<file path="config.mk">
export PLATFORM = sky130hd
export DESIGN_NAME = fwd_source_pipe
export DESIGN_NICKNAME = d
export VERILOG_FILES = /design/src/rtl/fwd_source_pipe_pkg.sv /design/src/rtl/dest_stage_reg.sv /design/src/rtl/fwd_source_pipe.sv
export SDC_FILE = /design/constraint.sdc
export NUM_CORES = 1
export LEC_CHECK = 0
export CORE_MARGIN = 1.5
export CORE_UTILIZATION = 39
export CTS_BUF_LIST = sky130_fd_sc_hd__clkbuf_16
export CTS_CLUSTER_DIAMETER = 100
export CTS_CLUSTER_SIZE = 8
export DETAILED_ROUTE_END_ITERATION = 8
export PLACE_DENSITY = 0.8
export SYNTH_ARGS = -nofsm -noshare
export SYNTH_HDL_FRONTEND = slang
export SYNTH_SLANG_ARGS = --single-unit
</file>
<file path="constraint.sdc">
create_clock -name clk -period 1.9 [get_ports clk]
set_clock_uncertainty 0.05 [all_clocks]
set_input_delay 0.38 -clock clk [delete_from_list [all_inputs] [get_ports clk]]
set_output_delay 0.38 -clock clk [all_outputs]
set_load 0.02 [all_outputs]
</file>
<file path="src/rtl/fwd_source_pipe_pkg.sv">
// fwd_source_pipe_pkg: shared types and defaults for the forwarding-source pipeline
package fwd_source_pipe_pkg;
    typedef enum logic {RUN, MEM_WAIT} state_e;
    localparam int REG_ADDR_W      = 5;
    localparam int XLEN_DEF        = 32;
    localparam int MEM_TIMEOUT_DEF = 15;
endpackage

</file>
<file path="src/rtl/dest_stage_reg.sv">
// dest_stage_reg: one pipeline destination register (rd, regwrite, memread, data) with hold and bubble
module dest_stage_reg
    import fwd_source_pipe_pkg::*;
#(
    parameter int W = XLEN_DEF
) (
    input  logic                  clk,
    input  logic                  rst,
    input  logic                  hold_i,
    input  logic                  bubble_i,
    input  logic [REG_ADDR_W-1:0] rd_i,
    input  logic                  regwrite_i,
    input  logic                  memread_i,
    input  logic [W-1:0]          data_i,
    output logic [REG_ADDR_W-1:0] rd_o,
    output logic                  regwrite_o,
    output logic                  memread_o,
    output logic [W-1:0]          data_o
);
    // Reset and bubble clear the entry; hold keeps it; otherwise capture the upstream stage
    always_ff @(posedge clk) begin
        if (rst || bubble_i) begin
            rd_o       <= '0;
            regwrite_o <= 1'b0;
            memread_o  <= 1'b0;
            data_o     <= '0;
        end else if (!hold_i) begin
            rd_o       <= rd_i;
            regwrite_o <= regwrite_i;
            memread_o  <= memread_i;
            data_o     <= data_i;
        end
    end
endmodule

</file>
<file path="src/rtl/fwd_source_pipe.sv">
// fwd_source_pipe: EX/MEM and MEM/WB forward sources with load-use detection and memory-wait handling
module fwd_source_pipe
    import fwd_source_pipe_pkg::*;
#(
    parameter int XLEN        = XLEN_DEF,
    parameter int MEM_TIMEOUT = MEM_TIMEOUT_DEF
) (
    input  logic                  clk,
    input  logic                  rst,
    input  logic [REG_ADDR_W-1:0] id_ex_rd,
    input  logic                  id_ex_regwrite,
    input  logic                  id_ex_memread,
    input  logic                  id_ex_valid,
    input  logic [XLEN-1:0]       ex_result,
    input  logic [REG_ADDR_W-1:0] if_id_rs1,
    input  logic [REG_ADDR_W-1:0] if_id_rs2,
    input  logic                  if_id_uses_rs2,
    input  logic                  mem_ready,
    input  logic [XLEN-1:0]       mem_rdata,
    output logic [REG_ADDR_W-1:0] ex_mem_rd,
    output logic                  ex_mem_regwrite,
    output logic [XLEN-1:0]       ex_mem_data,
    output logic [REG_ADDR_W-1:0] mem_wb_rd,
    output logic                  mem_wb_regwrite,
    output logic [XLEN-1:0]       mem_wb_data,
    output logic                  load_use_stall,
    output logic                  mem_stall,
    output logic                  mem_timeout
);
    localparam logic [3:0] TMO = 4'(MEM_TIMEOUT);

    state_e     state_q, state_d;
    logic [3:0] cnt_q, cnt_d;
    logic       tmo_q;
    logic       ex_mem_memread;
    logic       wb_memread_unused;

    assign mem_stall   = ex_mem_memread && !mem_ready;
    assign mem_timeout = tmo_q;

    // Hazard flags and next wait state; the counter only advances while already in MEM_WAIT
    always_comb begin
        load_use_stall = id_ex_valid && id_ex_memread && id_ex_regwrite && (id_ex_rd != '0) &&
                         ((id_ex_rd == if_id_rs1) || (if_id_uses_rs2 && (id_ex_rd == if_id_rs2)));
        state_d = mem_stall ? MEM_WAIT : RUN;
        cnt_d   = !mem_stall ? 4'd0 :
                  (state_q == MEM_WAIT && cnt_q != TMO) ? cnt_q + 4'd1 : cnt_q;
    end

    // Wait FSM with saturating counter and sticky timeout flag
    always_ff @(posedge clk) begin
        if (rst) begin
            state_q <= RUN;
            cnt_q   <= 4'd0;
            tmo_q   <= 1'b0;
        end else begin
            state_q <= state_d;
            cnt_q   <= cnt_d;
            tmo_q   <= tmo_q || (cnt_d == TMO);
        end
    end

    dest_stage_reg #(.W(XLEN)) u_ex_mem (
        .clk        (clk),
        .rst        (rst),
        .hold_i     (mem_stall),
        .bubble_i   (1'b0),
        .rd_i       (id_ex_rd),
        .regwrite_i (id_ex_regwrite && id_ex_valid && (id_ex_rd != '0)),
        .memread_i  (id_ex_memread && id_ex_valid),
        .data_i     (ex_result),
        .rd_o       (ex_mem_rd),
        .regwrite_o (ex_mem_regwrite),
        .memread_o  (ex_mem_memread),
        .data_o     (ex_mem_data)
    );

    dest_stage_reg #(.W(XLEN)) u_mem_wb (
        .clk        (clk),
        .rst        (rst),
        .hold_i     (1'b0),
        .bubble_i   (mem_stall),
        .rd_i       (ex_mem_rd),
        .regwrite_i (ex_mem_regwrite),
        .memread_i  (1'b0),
        .data_i     (ex_mem_memread ? mem_rdata : ex_mem_data),
        .rd_o       (mem_wb_rd),
        .regwrite_o (mem_wb_regwrite),
        .memread_o  (wb_memread_unused),
        .data_o     (mem_wb_data)
    );
endmodule
</file>
* After elaboration in Yosys (flattened, before gate mapping)
Index checks and enable logic that the tools add are counted.
** Operators by class
- Add/sub/neg operators :: 1
- Eq/ne operators :: 4
- Reductions and logical operators :: 14
- Muxes and demuxes :: 4
** Operators by type and width (number)
- $mux 32 :: 1
- $eq 5x5->1 :: 2
- $logic_and 1x1->1 :: 9
- $mux 4 :: 2
- $reduce_bool 5->1 :: 1
- $add 4x1->4 const B :: 1
- $eq 4x4->1 const B :: 1
- $ne 4x4->1 const B :: 1
- $logic_or 1x1->1 :: 3
- $logic_not 1->1 :: 1
- $mux 1 :: 1
** Storage, ports and cells
- Bits of input ports :: 86
- Bits in registers :: 83

* Depth between registers and ports, before layout
Gate-level depths: netlist (run 1).
- Depth in word-level cells :: 6
- Mapped depth :: 6
- Depth with buffers taken out :: 5

* Cells and area by module
Synthesis (run 1) repeated with hierarchy kept, for this count alone.
** Unflattened totals
- Cell total of the unflattened synthesis :: 345
- Area, all modules :: 3663.5 µm²
** By module, submodules not included
- dest_stage_reg :: area each 1420.1 µm², times used 2, cells each 127
- fwd_source_pipe :: area each 823.3 µm², times used 1, cells each 91

* Worst setup path after synthesis (run 1)
OpenSTA, ideal clock, no wires.
- Kind :: input-to-output
- Start point :: input id_ex_rd[0]
- End point :: output load_use_stall
- Cell stages on the path :: 4
- Data arrival time :: 1.459 ns
- Path buffers :: 0
- Setup slack :: 0.011 ns
- Path through :: xor2_1 nor4_2 nand3_1 a211oi_1
** Between the ends
- Cells in the longest elaborated chain, start to end :: 4
- Elaborated cells between the ends (all ways) :: 7
- Those cells by class :: eq/ne (2); reduce/logical (5)
** Ends and longest elaborated chain
- from (decl) :: RTL line fwd_source_pipe.sv:10 : input logic [REG_ADDR_W-1:0] id_ex_rd,
- $eq 5x5->1 :: RTL line fwd_source_pipe.sv:44 : ((id_ex_rd == if_id_rs1) || (if_id_uses_rs2 && (id_ex_rd == if_id_rs2)));
- $logic_and 1x1->1 :: RTL line fwd_source_pipe.sv:44
- $logic_or 1x1->1 :: RTL line fwd_source_pipe.sv:44
- $logic_and 1x1->1 * :: RTL line fwd_source_pipe.sv:43 : load_use_stall = id_ex_valid && id_ex_memread && id_ex_regwrite && (id_ex_rd != '0) &&
- to (decl) :: RTL line fwd_source_pipe.sv:26 : output logic load_use_stall,
Every way passes the cells marked *; elsewhere a longest branch is shown, timed or not.

* Worst setup path in the final report (run 1)
- Start point :: input if_id_rs2[0]
- End point :: output load_use_stall
** Between the ends
- Cells in the longest elaborated chain, start to end :: 4
** Ends and longest elaborated chain
- from (decl) :: RTL line fwd_source_pipe.sv:16 : input logic [REG_ADDR_W-1:0] if_id_rs2,
- $eq 5x5->1 :: RTL line fwd_source_pipe.sv:44
- $logic_and 1x1->1 :: RTL line fwd_source_pipe.sv:44
- $logic_or 1x1->1 :: RTL line fwd_source_pipe.sv:44
- $logic_and 1x1->1 :: RTL line fwd_source_pipe.sv:43
Every way passes these cells.

==> metrics, run 1 <==
status=finished, final reports clean; worst setup path startpoint=if_id_rs2[0]; Clock Tree Buf Depth=2; Clock Root Buffer=clkbuf_16; Hold Path Class=input pin to register; core area=between 7000 and 8000 um2; H-tree Lvls=3; reg2reg start=cnt_q[0]; Tmin final=around 1.9 ns; crit path cell chain=buf_6 > xor2_2 > nor4_2 > nand3_1 > a211oi_2 > buf_4; layout cells sized above 1=approximately a tenth; Crit path required time=roughly 1.5 ns; die area=8400 um2; Starting Density=about two fifths; Post-Syn Area=3070 um2; Final Setup Violations=0; port bufs=between 150 and 200; overall power=~4.2 mW; HPWL Detailed=around 6300 um; Yosys Warn Count=0; TritonCTS Sinks=between 80 and 90; # rows=32; DRT antenna net count=0; # DRC=0; RSZ-0062 raised after global routing=true; wire length per cell=around 14 um; Die Y=~92 um; hold_sp=id_ex_rd[1]; Post-Route Utilization=67.3%; Worst Path Arrival=roughly 1.5 ns; CTS Hold Buffers Added=0; sequential-to-total area share from yosys stat=between 50% and 60%; slowest CP cell=nor4_2; Post-Syn Area per Cell=9.04 um2; Max Fclk=528 MHz; Syn Inst Count=between 300 and 400; diode count=0; maxcap violations=0; total grt overflow=0; Slew HR=62.9%; number of DRC markers in iteration 0=68; Fillers=roughly 620; Crit. End Element=output port; setup ws final=around 0.0069 ns; Peak supply drop=0.000487 V; TritonRoute pass-1 iters=4; crit path launch type=input pin; Worst-path clk slew=0.06 ns; Synth Register Bits=83; RePlAce Congestion=0.777; Routed WL=roughly 8600 um; initial antenna violation count=0; Power Dens Cells=approximately 820 nW/um2; total CTS buffers=9; Yosys cell types=30; GRT Util Overall=about a fifth; Die Wd=between 90 and 100 um; worst hold margin=0.306 ns; routed vias/inst=approximately 4.7; Post-Place Worst Slack=-0.859 ns; clk_lat worst skew=~0.32 ns; crit-path max cell delay=0.29 ns; vias post-DR=between 2000 and 3000; CTS tree=done; first-pass GRT wire length=13800 um; period utilization=between 90% and 100%; top-level port count=165; Layout Nets=approximately 600; vias in the first global route=2885; pin count of the biggest net entering global routing=41; Layout area overhead=67.9%; worst slew pin tran=~0.56 ns; Fin. Hold Viols=0; Max Transition Viols Final=0; Critical Path Fanout Max=1; Mapped Nets=around 430; Post CTS Setup Buffer Count=0; static leakage=2.04 nW; CP Class=input pin to output port
worst max-delay path: cells and delay by family:
family                    cells  cell delay (ns)
and+or+nand+nor               2             0.42
AOI/OAI and AO/OA             1             0.23
buffers and inverters         2             0.26
xor gates and xnor gates      1             0.16
routing by layer:
layer / part of all wire, % / vias to the layer above / track usage [%]
li1: - / 1451 / -
met1: 41 / 1353 / 23.0
met2: 53 / 88 / 38.4
met3: 5.1 / 12 / 5.06
met4: 1.6 / 0 / 8.59
met5: 0 / - / 0
path summary, 6_finish.rpt:
| kind | to | slack [ns] | cells past startpoint |
|---|---|---|---|
| setup / recovery | load_use_stall | 0.007 | 6 |
| hold / removal | u_ex_mem.rd_o[1] | 0.31 | 3 |
| hold reg to reg | u_ex_mem.data_o[3] | 0.41 | 2 |
| setup reg to reg | mem_timeout | 0.36 | 5 |
cell families (layout without fill, tap and decap cells):
kind of cell / Yosys count / in the layout / share of synthesized area [%]
simple gates: 137 / 137 / 18.9
buf+inv: 25 / 199 / 3.80
mux: 33 / 33 / 10.8
fa+ha+maj: 1 / 1 / 0.408
xor+xnor: 11 / 11 / 3.14
flops: 83 / 83 / 54.2
compound gates: 49 / 49 / 8.78
state kept, by name, indices dropped and copies added, names as in the netlist:
signal               flops
cnt_q                    4
u_mem_wb.regwrite_o      1
u_ex_mem.rd_o            5
state_q                  1
u_mem_wb.rd_o            5
u_ex_mem.regwrite_o      1
u_ex_mem.memread_o       1
u_ex_mem.data_o         32
u_mem_wb.data_o         32
mem_timeout              1
what timing repair did:
action                                 in CTS  in global routing
pin swaps                                   5                 10
endpoints found under the hold margin       0                  0
gates resized for setup                    19                 29
setup endpoints to repair                   2                  1
metrics by stage:
stage          cell area (um2)  TNS, ns  std cells
2_1_floorplan             3070        0        339
3_3_place_gp              4850    -2.79        599
3_5_place_dp              4850    -5.10        599
4_1_cts                   5120   -0.190        615
5_1_grt                   5150  -0.0526        615
6_report                  5150        0        615
Yosys cell counts:
library cell  instances  share of area (%)
nor3_1                2               0.33
nand4_1               1               0.20
buf_4                 2               0.49
inv_1                 3               0.37
mux2i_1              32                 10
ha_1                  1               0.41
nor2_1               36                4.4
xor2_1                7                2.0
nand2b_1              2               0.41
or4_4                 1               0.37
a32oi_1               1               0.29
inv_2                 1               0.12
o32ai_1               1               0.29
o2111ai_2             1               0.49
dfxtp_1              83                 54
nor4_2                1               0.41
nand3_1               5               0.82
and4b_1               1               0.33
nand4b_1              1               0.29
and2_1                6                1.2
a41oi_1               1               0.29
a211oi_1              1               0.24
o21ai_0               2               0.33
clkbuf_1              7               0.86
buf_2                12                2.0
mux2_2                1               0.37
nand2b_2              1               0.29
xnor2_1               4                1.1
nand2_1              80                9.8
a21oi_1              42                6.9
layout by cell type, fill, tap and decap left out, types with 4 or more instances in the layout:
master           Yosys  routed
clkdlybuf4s50_1      0     148
dfxtp_1             83      82
nand2_1             80      80
a21oi_1             42      42
nor2_1              36      36
mux2i_1             32      32
buf_4                2      13
clkbuf_16            0       9
xor2_1               7       6
and2_1               6       6
nand3_1              5       5
buf_6                0       5
clkinvlp_4           0       4
clkbuf_2             0       4
where the power goes:
group / total, mW / switching (mW) / internal [mW] / leakage, nW
combinational: 0.730 / 0.325 / 0.405 / 1.23
sequential: 1.89 / 0.0500 / 1.84 / 0.685
clock: 1.59 / 0.705 / 0.889 / 0.122
layout make-up:
type / instances / area (um2) / share of cell area, %
clock inverters: 7 / 51.3 / 0.997
multi-input cells: 231 / 1310 / 25.5
well taps: 102 / 128 / 2.48
repair buffers: 179 / 1750 / 34.1
inverters: 4 / 15.0 / 0.292
flip-flops and latches: 83 / 1660 / 32.3
clock buffers: 9 / 225 / 4.38
Note: power is estimated with default switching activity, not from simulation.
==> inputs of run 2 (changes only) <==
--- a/config.mk
+++ b/config.mk
@@ -9,7 +9,7 @@
 export CORE_UTILIZATION = 39
 export CTS_BUF_LIST = sky130_fd_sc_hd__clkbuf_16
 export CTS_CLUSTER_DIAMETER = 100
-export CTS_CLUSTER_SIZE = 8
+export CTS_CLUSTER_SIZE = 28
 export DETAILED_ROUTE_END_ITERATION = 8
 export PLACE_DENSITY = 0.8
 export SYNTH_ARGS = -nofsm -noshare
==> results of run 2 <==
No change in the layout: final DEF, timing and power equal those of run 1.
